File: src/rtl/freq_sweeper.sv
// -----------------------------------------------------------------------------
// freq_sweeper
//   Consumer stage sitting directly behind the tone ring buffer. It fetches
//   the ring front word and pops it. It then presents the word on a
//   valid/ready stream toward the DDS/NCO. After each accepted tone it idles
//   for a programmable dwell time before fetching the next one. Sweep
//   boundaries are taken from the ring's last flag. A change in the ring
//   occupancy means the ring was rewritten, and the sweep aborts back to IDLE.
//
// Ports
//   clk, rst     : clock, synchronous active-high reset
//   enable       : run the sweep; only acted on at fetch boundaries
//   dwell        : idle cycles inserted after each output handshake
//   ring_dout    : ring front word          ring_ready : front word valid
//   ring_index   : index of front word      ring_count : stored tone count
//   ring_last    : front word is last entry ring_rd_en : pop front word
//   freq_out     : tone word to DDS         freq_index : ring index of tone
//   freq_first   : tone starts a sweep      freq_valid : output valid
//   freq_ready   : downstream accept        sweep_done : last-entry handshake
//   sweep_cnt    : completed sweeps (wraps) busy       : not IDLE
// -----------------------------------------------------------------------------
module freq_sweeper #(
   parameter int DATA_W  = 14,
   parameter int ADDR_W  = 7,
   parameter int CNT_W   = 8,
   parameter int DWELL_W = 16
) (
   input  logic               clk,
   input  logic               rst,
   input  logic               enable,
   input  logic [DWELL_W-1:0] dwell,
   input  logic [DATA_W-1:0]  ring_dout,
   input  logic               ring_ready,
   input  logic [ADDR_W-1:0]  ring_index,
   input  logic [CNT_W-1:0]   ring_count,
   input  logic               ring_last,
   output logic               ring_rd_en,
   output logic [DATA_W-1:0]  freq_out,
   output logic [ADDR_W-1:0]  freq_index,
   output logic               freq_first,
   output logic               freq_valid,
   input  logic               freq_ready,
   output logic               sweep_done,
   output logic [15:0]        sweep_cnt,
   output logic               busy
);

   typedef enum logic [2:0] {
      S_IDLE    = 3'd0,
      S_FETCH   = 3'd1,
      S_POP     = 3'd2,
      S_PRESENT = 3'd3,
      S_DWELL   = 3'd4
   } state_t;

   state_t               r_state;
   logic [CNT_W-1:0]     r_count_q;
   logic                 r_first_pend;
   logic                 r_last_q;
   logic [DWELL_W-1:0]   r_dwell_cnt;
   logic [DATA_W-1:0]    r_freq_out;
   logic [ADDR_W-1:0]    r_freq_index;
   logic                 r_freq_first;
   logic                 r_freq_valid;
   logic [15:0]          r_sweep_cnt;

   logic                 w_change;
   logic                 w_pop;
   logic                 w_hs;

   // Any change in occupancy means the ring was written behind our back.
   assign w_change   = (ring_count != r_count_q);
   // Pop only when the front word is actually valid, so a stall in POP
   // never loses or duplicates a pop.
   assign w_pop      = (r_state == S_POP) && ring_ready;
   assign w_hs       = (r_state == S_PRESENT) && r_freq_valid && freq_ready;

   assign ring_rd_en = w_pop;
   // An aborting cycle takes priority over the handshake, so no boundary
   // is reported for a sweep that is being thrown away.
   assign sweep_done = w_hs && r_last_q && !w_change;
   assign freq_out   = r_freq_out;
   assign freq_index = r_freq_index;
   assign freq_first = r_freq_first;
   assign freq_valid = r_freq_valid;
   assign sweep_cnt  = r_sweep_cnt;
   assign busy       = (r_state != S_IDLE);

   always_ff @(posedge clk) begin
      if (rst) begin
         r_state      <= S_IDLE;
         r_count_q    <= '0;
         r_first_pend <= 1'b1;
         r_last_q     <= 1'b0;
         r_dwell_cnt  <= '0;
         r_freq_out   <= '0;
         r_freq_index <= '0;
         r_freq_first <= 1'b0;
         r_freq_valid <= 1'b0;
         r_sweep_cnt  <= '0;
      end else begin
         r_count_q <= ring_count;
         if (w_change && (r_state != S_IDLE)) begin
            // Abort: the only case where valid is withdrawn without a
            // handshake. The next word issued restarts a sweep.
            r_state      <= S_IDLE;
            r_freq_valid <= 1'b0;
            r_first_pend <= 1'b1;
         end else begin
            case (r_state)
               S_IDLE: begin
                  if (enable && (ring_count != '0) && !w_change)
                     r_state <= S_FETCH;
               end
               // Fetch boundary: enable and occupancy are sampled here only
               S_FETCH: begin
                  if (!enable || (ring_count == '0)) begin
                     r_state <= S_IDLE;
                  end else if (ring_ready) begin
                     r_freq_out   <= ring_dout;
                     r_freq_index <= ring_index;
                     r_last_q     <= ring_last;
                     r_freq_first <= r_first_pend;
                     r_state      <= S_POP;
                  end
               end
               // Pop stage: wait out any ring_ready gap, then issue one pop
               S_POP: begin
                  if (w_pop) begin
                     r_state      <= S_PRESENT;
                     r_freq_valid <= 1'b1;
                  end
               end
               // Present stage: word held stable until accepted
               S_PRESENT: begin
                  if (w_hs) begin
                     r_freq_valid <= 1'b0;
                     r_dwell_cnt  <= dwell;
                     r_first_pend <= r_last_q;
                     if (r_last_q)
                        r_sweep_cnt <= r_sweep_cnt + 16'd1;
                     r_state <= (dwell != '0) ? S_DWELL : S_FETCH;
                  end
               end
               // Dwell stage: exactly 'dwell' cycles spent here
               S_DWELL: begin
                  r_dwell_cnt <= r_dwell_cnt - DWELL_W'(1);
                  if (r_dwell_cnt <= DWELL_W'(1))
                     r_state <= S_FETCH;
               end
               default: r_state <= S_IDLE;
            endcase
         end
      end
   end

endmodule

File: config.mk
export PLATFORM = sky130hd
export DESIGN_NAME = freq_sweeper
export DESIGN_NICKNAME = d
export VERILOG_FILES = /design/src/rtl/freq_sweeper.sv
export SDC_FILE = /design/constraint.sdc
export NUM_CORES = 1
export LEC_CHECK = 0
export ABC_AREA = 1
export BUFFER_PORTS_ARGS = -buffer_cell sky130_fd_sc_hd__buf_2
export CAP_MARGIN = 0
export CORE_ASPECT_RATIO = 0.8
export CORE_UTILIZATION = 45
export CTS_CLUSTER_SIZE = 20
export DETAILED_ROUTE_END_ITERATION = 12
export PLACE_DENSITY = 0.69
export SLEW_MARGIN = 15
export SYNTH_ARGS = -nofsm -noshare
export SYNTH_HDL_FRONTEND = slang
export SYNTH_SLANG_ARGS = --single-unit
File: constraint.sdc
create_clock -name clk -period 3.15 [get_ports clk]
set_input_delay 0 -clock clk [delete_from_list [all_inputs] [get_ports clk]]
set_output_delay 0 -clock clk [all_outputs]
set_load 0.01 [all_outputs]
==> impl_metrics.json <==
{
  "syn_inst": 566,
  "port_buffers": 92,
  "synth.distinct_cells": 40,
  "ys.flop_type": "dfxtp_1",
  "gp_congestion": 0.871,
  "grt_usage_pct": 25.2,
  "hp-class": "input pin to flop",
  "initial_core_util_pct": 46.9,
  "cts_inserted_buffers": 9,
  "power_density_nw_per_um2": 621,
  "cts_max_level": 3,
  "drt_iter0_markers": 247,
  "maxSlewViolCount": 0,
  "wl_mm": 10.4,
  "async_reset_ff_share_pct": 0,
  "fin_crit_ns": 2.14,
  "synth_top_area_share_pct": 36.4,
  "synth_edf_count": 0,
  "fmax_mhz": 467,
  "cts_resized": 0,
  "dp_slack_ns": 1.07,
  "ir_worst_vdd_v": 0.000278,
  "via_count": 4077,
  "relSlewSlack_pct": 57.7,
  "setup_ws_ns": 1.01,
  "clkSinkCount": 68,
  "fin_crit_sh_pct": 68.0,
  "coreArea_um2": 7980,
  "ios": 93,
  "worstSetupEndpointType": "flop",
  "crit_chain": "dlygate4sd3_1, buf_2, inv_1, nand2_1, nand2_1, nand2_1, nor2_1, nand2_2, nand2_2, nand2_1, o21ai_0, a21oi_1",
  "grt_pass1_wl_mm": 17.8,
  "grt_start_max_net_pins": 38,
  "yosysWarnings": 0,
  "rows": 29,
  "die_w_um": 104,
  "cp-start-kind": "input pin",
  "layout-drive-gt1-share_pct": 21.9,
  "syn_nets": 620,
  "synth_area_leader_cell": "dfxtp_1",
  "ys_ff_latch": 68,
  "dp_hpwl_mm": 7.06,
  "syn_area_um2": 3740,
  "ys_seq_area_share_pct": 36.4,
  "final_nets": 748,
  "worst_pin_slew_ns": 0.633,
  "cp.required_ns": 3.37,
  "finalHoldViolCount": 0,
  "drc_errors": 0,
  "n_antenna_cell": 0,
  "area_growth_pct": 30.2,
  "cts_buffer_depth": 2,
  "path_class": "input pin to flop",
  "finalSetupViolCount": 0,
  "cts_tree": "done",
  "slowest_delay_ns": 0.53,
  "ant_nets": 0,
  "die_area_um2": 8680,
  "via_per_inst": 5.05,
  "grt_pass1_vias": 3838,
  "max-cap-violations": 0,
  "die_h_um": 83.6,
  "status": "complete, no violations",
  "drt_pre_antenna_iters": 5,
  "syn_area_per_cell_um2": 6.61,
  "finalClockSkew_ns": 0.0187,
  "globalRouteOverflowTotal": 0,
  "clock_latency_ns": 0.36,
  "rsz0062_at_grt": "no",
  "cp.arrival_ns": 2.36,
  "post_drt_wl_per_cell_um": 12.9,
  "critPathMaxFanout": 21,
  "cts_root_buf": "clkbuf_8",
  "synth_area_leaders": "dfxtp_1, nand2_1, nor2_1, inv_1, a21oi_1",
  "leakagePower_uw": 0.00226,
  "totalNegativeSetupSlack_ns": 0,
  "clk_pin_slew_ns": 0.09,
  "antenna_found_initial": 0,
  "cp_slowest_cell": "dlygate4sd3_1",
  "critPathMostFrequentCell": "nand2_1"
}
==> power breakdown <==
group | internal, uW | switching [uW]
Combinational | 428 | 793
Sequential | 959 | 91.7
Clock | 376 | 375
==> layout make-up <==
class,instances,area (um2)
fill,758,3110
multi-input combinational,414,2020
sequential,68,1360
timing repair buffer,138,908
inverter,63,239
tap,108,135
clock buffer,9,124
clock inverter,7,80.1
==> per-stage QoR <==
stage / total power (uW) / hold WS [ns] / area [um2] / std cells / util, %
after floorplan: 1960 / 0.107 / 3740 / 566 / -
after global placement: 2200 / 0.244 / 4260 / 750 / 53.3
after detailed placement: 2230 / 0.246 / 4260 / 750 / 53.3
after CTS: 3040 / 0.0209 / 4870 / 807 / 61.0
after global routing: 3260 / 0.0461 / 4870 / 807 / 61.0
final: 3020 / 0.0378 / 4870 / 807 / 61.0
==> state kept, by name, indices dropped and copies added (netlist names) <==
register      count
freq_first        1
freq_index        7
freq_out         14
freq_valid        1
r_count_q         8
r_dwell_cnt      16
r_first_pend      1
r_last_q          1
r_state           3
sweep_cnt        16
==> synth_stat cells, types with 2 or more instances <==
master    number
o22ai_1        2
nand3b_1       3
nor2_1       111
o21ai_1        3
inv_1         57
clkbuf_1       7
nand2_2        6
a21oi_1       37
a31oi_1        2
o21ai_2        3
nand2_1      115
buf_4          3
nor2_2         2
o21bai_1       2
ha_1           3
or2_2          3
nand3_2        5
a21oi_2        9
dfxtp_1       68
inv_2          5
nor3_1        27
o21ai_0       24
buf_2          8
nand4_1       15
nand3_1       27
xnor2_1        5
==> layout by cell type (no fill, tap or decap), types with 15 or more instances in the layout <==
master         instances
nand3_1               27
o21ai_0               24
nand2_1              115
dlygate4sd3_1         41
nand4_1               15
inv_1                 57
dfxtp_1               68
buf_2                 92
nor2_1               111
nor3_1                27
a21oi_1               37
==> worst max-delay path: cells and delay by family <==
family,cells,cell delay [ns]
buffers and inverters,3,0.74
AO/OA/AOI/OAI,2,0.37
AND/OR/NAND/NOR,7,1.23
==> repair_timing <==
action / in CTS / in global routing
hold endpoints to repair: 35 / 0
buffers inserted: 0 / 0
hold buffers: 41 / 0
==> routing by layer <==
layer / share of wire, % / up-vias / GRT usage [%]
li1: - / 2080 / -
met3: 6.6 / 13 / 6.40
met5: 0 / - / 0
met2: 45 / 147 / 40.8
met1: 47 / 1837 / 33.2
met4: 1.1 / 0 / 7.27
==> cell families after synthesis <==
logic type | Yosys count | share of synthesized area, %
buffers and inverters | 84 | 9.57
DFF | 68 | 36.4
and+or+nand+nor | 320 | 38.2
AOI/OAI and AO/OA | 85 | 13.4
xor gates and xnor gates | 6 | 1.40
adders and majority gates | 3 | 1.00
==> worst paths after layout <==
path                            depth (start not counted)              to  slack (ns)           from
worst max-delay path                                   12  r_dwell_cnt[1]        1.01  ring_count[4]
worst min-delay path                                    4  r_dwell_cnt[7]        0.04       dwell[7]
worst max register to register                          8  r_dwell_cnt[1]        1.05   r_count_q[3]
worst min register to register                          2    sweep_cnt[2]        0.48   sweep_cnt[2]
No activity file was read; power rests on OpenSTA's default activity.
